<file path="config.mk">
export PLATFORM = sky130hd
export DESIGN_NAME = serial_adder_ctrl
export DESIGN_NICKNAME = d
export VERILOG_FILES = /design/src/rtl/serial_adder_pkg.sv /design/src/rtl/full_adder_1.sv /design/src/rtl/serial_adder_ctrl.sv
export SDC_FILE = /design/constraint.sdc
export NUM_CORES = 1
export LEC_CHECK = 0
export CAP_MARGIN = 5
export CORE_MARGIN = 2
export CORE_UTILIZATION = 45
export CTS_BUF_LIST = sky130_fd_sc_hd__clkbuf_16
export DETAILED_ROUTE_END_ITERATION = 7
export PLACE_DENSITY_LB_ADDON = 0.05
export SLEW_MARGIN = 15
export SYNTH_ARGS = -nofsm -noshare
export SYNTH_HDL_FRONTEND = slang
export SYNTH_SLANG_ARGS = --single-unit
</file>
<file path="constraint.sdc">
create_clock -name i_clk -period 1.51 [get_ports i_clk]
set_input_delay 0.2265 -clock i_clk [delete_from_list [all_inputs] [get_ports i_clk]]
set_output_delay 0.2265 -clock i_clk [all_outputs]
set_load 0.01 [all_outputs]
</file>
<file path="src/rtl/serial_adder_pkg.sv">
`default_nettype none
// ============================================================================
//  Module      : serial_adder_pkg
//  Description : Shared types and helpers for the bit-serial adder controller.
//                Holds the FSM state encoding, the default operand width and
//                the bit-counter width helper.
//  Revision    : 1.0  initial release
// ============================================================================
package serial_adder_pkg;

    localparam int DEFAULT_WIDTH = 8;

    typedef enum logic [1:0] {
        IDLE = 2'd0,
        RUN  = 2'd1,
        DONE = 2'd2
    } state_t;

    // Counter must hold 0..WIDTH-1; never narrower than one bit.
    function automatic int cnt_width(input int width);
        return (width <= 2) ? 1 : $clog2(width);
    endfunction

endpackage
`default_nettype wire

</file>
<file path="src/rtl/full_adder_1.sv">
`default_nettype none
// ============================================================================
//  Module      : full_adder_1
//  Description : Combinational 1-bit full adder.
//  Ports       : i_a, i_b, i_Cin  - addend bits and carry-in
//                o_s              - sum bit
//                o_Cout           - carry-out
//  Revision    : 1.0  initial release
// ============================================================================
module full_adder_1 (
    input  logic i_a,
    input  logic i_b,
    input  logic i_Cin,
    output logic o_s,
    output logic o_Cout
);

    assign o_s    = i_a ^ i_b ^ i_Cin;
    assign o_Cout = (i_a & i_b) | (i_Cin & (i_a ^ i_b));

endmodule
`default_nettype wire

</file>
<file path="src/rtl/serial_adder_ctrl.sv">
`default_nettype none
// ============================================================================
//  Module      : serial_adder_ctrl
//  Description : Bit-serial adder. Captures A, B and carry-in on an accepted
//                start, adds one bit per cycle LSB first through a single
//                full-adder slice, and publishes sum, carry-out and signed
//                overflow together with a one-cycle done pulse.
//  Ports       : i_clk    - clock, rising edge
//                i_rst    - synchronous active-high reset
//                i_start  - start request, honoured only in IDLE
//                i_a/i_b  - operands (WIDTH bits), i_cin - carry-in
//                o_busy   - high while bits are being added
//                o_done   - one-cycle result-valid pulse
//                o_sum    - (A+B+cin) mod 2^WIDTH, held until next result
//                o_cout   - carry out of the MSB
//                o_ovf    - two's-complement overflow
//  Revision    : 1.0  initial release
// ============================================================================
module serial_adder_ctrl
    import serial_adder_pkg::*;
#(
    parameter int WIDTH = DEFAULT_WIDTH
) (
    input  logic             i_clk,
    input  logic             i_rst,
    input  logic             i_start,
    input  logic [WIDTH-1:0] i_a,
    input  logic [WIDTH-1:0] i_b,
    input  logic             i_cin,
    output logic             o_busy,
    output logic             o_done,
    output logic [WIDTH-1:0] o_sum,
    output logic             o_cout,
    output logic             o_ovf
);

    localparam int            c_CW   = cnt_width(WIDTH);
    localparam logic [c_CW-1:0] c_LAST = c_CW'(WIDTH - 1);

    state_t           r_state_q, w_state_d;
    logic [WIDTH-1:0] r_a_q,     w_a_d;
    logic [WIDTH-1:0] r_b_q,     w_b_d;
    logic [WIDTH-1:0] r_sum_q,   w_sum_d;
    logic [c_CW-1:0]  r_cnt_q,   w_cnt_d;
    logic             r_carry_q, w_carry_d;
    logic             r_cmsb_q,  w_cmsb_d;   // carry into the MSB slice
    logic [WIDTH-1:0] r_osum_q,  w_osum_d;
    logic             r_cout_q,  w_cout_d;
    logic             r_ovf_q,   w_ovf_d;
    logic             r_done_q,  w_done_d;

    logic             w_s;
    logic             w_c;

    full_adder_1 u_bit_slice (
        .i_a    (r_a_q[0]),
        .i_b    (r_b_q[0]),
        .i_Cin  (r_carry_q),
        .o_s    (w_s),
        .o_Cout (w_c)
    );

    always_ff @(posedge i_clk) begin
        if (i_rst) begin
            r_state_q <= IDLE;
            r_a_q     <= '0;
            r_b_q     <= '0;
            r_sum_q   <= '0;
            r_cnt_q   <= '0;
            r_carry_q <= 1'b0;
            r_cmsb_q  <= 1'b0;
            r_osum_q  <= '0;
            r_cout_q  <= 1'b0;
            r_ovf_q   <= 1'b0;
            r_done_q  <= 1'b0;
        end else begin
            r_state_q <= w_state_d;
            r_a_q     <= w_a_d;
            r_b_q     <= w_b_d;
            r_sum_q   <= w_sum_d;
            r_cnt_q   <= w_cnt_d;
            r_carry_q <= w_carry_d;
            r_cmsb_q  <= w_cmsb_d;
            r_osum_q  <= w_osum_d;
            r_cout_q  <= w_cout_d;
            r_ovf_q   <= w_ovf_d;
            r_done_q  <= w_done_d;
        end
    end

    always_comb begin
        w_state_d = r_state_q;
        w_a_d     = r_a_q;
        w_b_d     = r_b_q;
        w_sum_d   = r_sum_q;
        w_cnt_d   = r_cnt_q;
        w_carry_d = r_carry_q;
        w_cmsb_d  = r_cmsb_q;
        w_osum_d  = r_osum_q;
        w_cout_d  = r_cout_q;
        w_ovf_d   = r_ovf_q;
        w_done_d  = 1'b0;

        case (r_state_q)
            IDLE: begin
                if (i_start) begin
                    w_a_d     = i_a;
                    w_b_d     = i_b;
                    w_carry_d = i_cin;
                    w_cnt_d   = '0;
                    w_sum_d   = '0;
                    w_state_d = RUN;
                end
            end
            RUN: begin
                w_a_d     = r_a_q >> 1;
                w_b_d     = r_b_q >> 1;
                // LSB-first: each new sum bit enters at the top, so after
                // WIDTH shifts bit 0 has migrated down to position 0.
                w_sum_d   = {w_s, r_sum_q[WIDTH-1:1]};
                w_carry_d = w_c;
                w_cnt_d   = r_cnt_q + c_CW'(1);
                if (r_cnt_q == c_LAST) begin
                    w_cmsb_d  = r_carry_q;
                    w_state_d = DONE;
                end
            end
            DONE: begin
                // Results and the done pulse become visible together.
                w_osum_d  = r_sum_q;
                w_cout_d  = r_carry_q;
                w_ovf_d   = r_cmsb_q ^ r_carry_q;
                w_done_d  = 1'b1;
                w_state_d = IDLE;
            end
            default: begin
                w_state_d = IDLE;
            end
        endcase
    end

    assign o_busy = (r_state_q == RUN);
    assign o_done = r_done_q;
    assign o_sum  = r_osum_q;
    assign o_cout = r_cout_q;
    assign o_ovf  = r_ovf_q;

endmodule
`default_nettype wire
</file>
Word-level counts from Yosys, hierarchy flattened:

Index checks and enable logic that the tools add are counted.

* flip-flop bits (word level): 42
* input bits: 20
* output and inout bits: 12
* word-level logic and storage cells: 42

* add/subtract/negate cells: 1
* equal/unequal tests: 5
* mux-type cells: 14
* bitwise logic cells: 6
* reduce and logical (&&, ||, !) cells: 5

Operators with widths (count)
* $pmux W8 S2: 3
* $mux W8: 3
* $pmux W3 S2: 1
* $reduce_and A2 Y1: 3
* $mux W2: 2
* $pmux W2 S2: 1
* $add A3 B1 Y3 const B: 1
* $eq A3 B3 Y1 const B: 1
* $mux W3: 1
* $xor A1 B1 Y1: 3
* $and A1 B1 Y1: 2
* $eq A2 B1 Y1 const B: 1
* $eq A2 B2 Y1 const B: 1
* $logic_not A2 Y1: 1
* $mux W1: 2
* $ne A2 B1 Y1 const B: 1
* $ne A2 B2 Y1 const B: 1
* $pmux W1 S2: 1
* $reduce_bool A2 Y1: 1
* $or A1 B1 Y1: 1

Logic depth before layout (Yosys ltp):

* depth after elaboration: 4
* gate-level depth with buffers: 5

Cells and area by module:

From an unflattened synthesis, not the netlist that was laid out.

* cells, all modules: 165
* area total of the unflattened synthesis: 1737.9 µm²

Modules (own cells, without submodules)
* serial_adder_ctrl: times used 1, cells an instance 164, area each 1717.9 µm², seq. area each 840.8 µm²
* full_adder_1: times used 1, cells an instance 1, area each 20.0 µm², seq. area each 0.0 µm²

Worst setup path after synthesis:

No wires, ideal clock.

* path type: register to register
* start: register r_carry_q
* end: register r_sum_q[7]
* library setup time: 117 ps
* arrival time: 1178 ps
* required time: 1393 ps
* setup slack: 215 ps
* stages on the path, launching flop included: 5
* cell sequence: dfxtp_1 inv_1 fa_1 inv_1 a22o_1

* cells in the longest elaborated chain, start to end: 2

RTL lines
* start, declared: RTL line serial_adder_ctrl.sv:45 `logic r_carry_q, w_carry_d;`
* start signal, assigned: RTL line serial_adder_ctrl.sv:82 `r_carry_q <= w_carry_d;`
* $xor A1 B1 Y1: RTL line full_adder_1.sv:18 `assign o_s = i_a ^ i_b ^ i_Cin;`
* $pmux W8 S2: RTL line serial_adder_ctrl.sv:104 `case (r_state_q)`
* end signal, assigned: RTL line serial_adder_ctrl.sv:80 `r_sum_q <= w_sum_d;`
* end, declared: RTL line serial_adder_ctrl.sv:43 `logic [WIDTH-1:0] r_sum_q, w_sum_d;`

No other way between the ends.
A chain may end at the register's enable or synchronous reset.

Final worst setup path:

* start: register r_state_q[0]
* end: register r_a_q[4]

* cells in the longest elaborated chain, start to end: 3

RTL lines
* start, declared: RTL line serial_adder_ctrl.sv:40 `state_t r_state_q, w_state_d;`
* start signal, assigned: RTL line serial_adder_ctrl.sv:77 `r_state_q <= w_state_d;`
* $eq A2 B1 Y1 or $logic_not A2 Y1 (tied branches): RTL line serial_adder_ctrl.sv:104
* $reduce_bool A2 Y1 (no source line) or $ne A2 B2 Y1 (tied branches)
* $reduce_and A2 Y1 (no source line)
* end signal, assigned: RTL line serial_adder_ctrl.sv:78 `r_a_q <= w_a_d;`
* end, declared: RTL line serial_adder_ctrl.sv:41 `logic [WIDTH-1:0] r_a_q, w_a_d;`

Several ways; a longest one is shown, not always the timed one.

==> impl_metrics.tcl <==
set metrics [dict create \
    synth_top_area_share_pct 48.0 \
    synth_largest_area_cell "dfxtp_1" \
    syn-cell-area_mm2 0.00175 \
    finalCritPeriodShare_pct 92.0 \
    mostFrequentLayoutCells "dfxtp_1, clkdlybuf4s50_1, nor2_1, nand2_1, mux2i_1" \
    tns_ns 0 \
    tritoncts "done" \
    cp-end-kind "register" \
    utilization_pct 62.6 \
    drive_above_1_share_pct 16.7 \
    fmax_mhz 720 \
    yosys_warnings 0 \
    clock_path_buffers 2 \
    status "completed" \
    synthCells 170 \
    slowest_delay_ns 0.35 \
    antenna_found_initial 0 \
    start_util_pct 47.5 \
    grt_pass1_vias 1262 \
    wl_mm 3.25 \
    synth_ff_type "dfxtp_1" \
    critPathMaxFanout 24 \
    path_clk_slew_ns 0.05 \
    syn_nets 193 \
    startpoint_type "register" \
    grt_util_all_layers_pct 16.9 \
    slew_headroom_pct 76.0 \
    crit_slowest_cell "dfxtp_1" \
    ant_nets 0 \
    numClockSinks 42 \
    rsz0062_at_grt "false" \
    grt_max_degree 33 \
    htree_levels 2 \
    post_drt_wl_per_cell_um 12.9 \
    grt_pass1_wl_mm 5.44 \
    min_path_type "register to register" \
    p_leak_nw 0.891 \
    core_mm2 0.00369 \
    combPwrFrac_pct 11.0 \
    drtIter0Drc 37 \
    fp.dieW_um 66.4 \
    timing.critical_path.cells "buf_6, o21ba_2, buf_12, nor2_1, a211oi_2" \
    worstPathRequired_ns 1.71 \
    synth.top_cells.by_area "dfxtp_1, a211oi_2, mux2i_1" \
    die_h_um 66.4 \
    p_int_mw 2.08 \
    hold-worst-slack_ns 0.452 \
    synth-edff-count 0 \
    via_per_inst 5.06 \
    finClkSkew_ns 0.00379 \
    drtPass1Iterations 4 \
    num-nets-final 226 \
    ys_seq_area_share_pct 48.0 \
    syn_avg_cell_area_um2 10.3 \
    dp_hpwl_mm 2.34 \
    p_switching_mw 0.557 \
    worst_pin_slew_ns 0.360 \
    drv_cap 0 \
    path_class "register to register" \
    slew_viol_final 0 \
    syn2layout_area_growth_pct 32.0 \
    vias 1275 \
    final-hold-violation-count 0 \
    swShare_pct 21.1 \
    seqPwrFrac_pct 44.8 \
    crit_family "compound AO/OA/AOI/OAI gates" \
    ios 32 \
    drc_errors 0 \
    antenna_cells 0 \
    io_buffer_count 31 \
    peakVddDrop_uv 864 \
    ys_seq_elements 42 \
    grt.overflow.total 0 \
    final_common_cell "dfxtp_1" \
    nFillCells 335 \
    synthArstFlopShare_pct 0 \
    cts-root-buf "clkbuf_16" \
    dieArea_mm2 0.00440 \
    cts_buffers 5 \
    synth.distinct_cells 28 \
    finalSetupViolations 0 \
    post-cts-setup-buffer-count 0 \
    clk_latency_ns 0.28 \
    power_density_mw_per_mm2 1140 \
    worstPathArrival_ns 1.58 \
    path_buf_inv 2 \
    cts_hold_buffers 0 \
    clockPowerShare_pct 44.2 \
    place.gp.congestion 0.726 \
    rows 22 \
    period_needed_ns 1.39 \
]
==> tightest hold or removal path, cell delays in order (launching register included) <==
cell and delay (ns):
dfxtp_1 0.30, nand2_1 0.05, a21oi_1 0.05
==> cell usage after synthesis, types with 2 or more instances <==
cell type	instances
buf_4	3
buf_2	4
dfxtp_1	42
nor2b_1	2
a211oi_2	16
nand2_1	18
nor2_1	21
a22oi_1	2
buf_6	2
inv_1	6
ha_1	2
mux2i_1	17
buf_1	3
a21oi_1	9
a22o_1	10
==> flip-flops by register name, summed over array words and instances (netlist names) <==
name / flops
o_cout: 1
o_done: 1
o_ovf: 1
o_sum: 8
r_a_q: 8
r_b_q: 8
r_carry_q: 1
r_cmsb_q: 1
r_cnt_q: 3
r_state_q: 2
r_sum_q: 8
==> final timing paths <==
check                                  from               endpoint  slack (ns)  depth (start not counted)
setup / recovery  r_state_q[0]$_SDFFE_PP0P_  r_a_q[4]$_SDFFE_PP0P_        0.12                          5
hold / removal        o_sum[3]$_SDFFE_PP0P_  o_sum[3]$_SDFFE_PP0P_        0.45                          2
setup reg to reg  r_state_q[0]$_SDFFE_PP0P_  r_a_q[4]$_SDFFE_PP0P_        0.12                          5
hold reg to reg       o_sum[3]$_SDFFE_PP0P_  o_sum[3]$_SDFFE_PP0P_        0.45                          2
==> area by class of cell <==
cell class / count / area (um^2) / share of cell area (%)
Clock inverter: 3 / 41.3 / 1.79
Tap cell: 48 / 60.1 / 2.60
Sequential cell: 42 / 841 / 36.4
Multi-Input combinational cell: 109 / 810 / 35.0
Clock buffer: 5 / 125 / 5.42
Inverter: 6 / 22.5 / 0.975
Timing Repair Buffer: 39 / 410 / 17.8
==> power by group through the flow <==
stage / registers (mW) / logic, mW / clock network (mW)
2_1_floorplan: 1.20 / 0.195 / 0
3_3_place_gp: 1.20 / 0.285 / 0
3_5_place_dp: 1.21 / 0.293 / 0
4_1_cts: 1.18 / 0.294 / 1.19
5_1_grt: 1.19 / 0.317 / 1.25
6_report: 1.18 / 0.290 / 1.17
==> routing by layer <==
layer  track usage (%)  up-vias  wire (um)
met2              27.5       30       1510
met1              20.1      586       1550
met5                 0        -          0
met3              5.62        4        147
li1                  -      655          -
met4              7.65        0         53
==> timing repair <==
action,4_1_cts,5_1_grt
resized for setup,2,1
endpoints found under the setup margin,1,10
hold endpoints to repair,0,0
==> kinds of logic (layout without fill, tap and decap cells) <==
logic type / count (synthesis) / in the layout / share of synthesized area, %
simple gates: 48 / 48 / 12.0
flops: 42 / 42 / 48.0
compound gates: 40 / 40 / 21.3
buf+inv: 19 / 53 / 5.86
mux: 17 / 17 / 9.72
fa+ha+maj: 3 / 3 / 2.57
xor+xnor: 1 / 1 / 0.500
==> through the flow <==
stage | instances | cell area [um^2] | setup slack (ns) | total power, mW
floorplan | 170 | 1750 | 0.215 | 1.40
global placement | 244 | 2140 | 0.0508 | 1.49
detailed placement | 244 | 2140 | 0.0167 | 1.50
CTS | 252 | 2310 | 0.0394 | 2.67
global route | 252 | 2310 | 0.0186 | 2.76
finish | 252 | 2310 | 0.121 | 2.64
(Power assumes the default switching activity.)
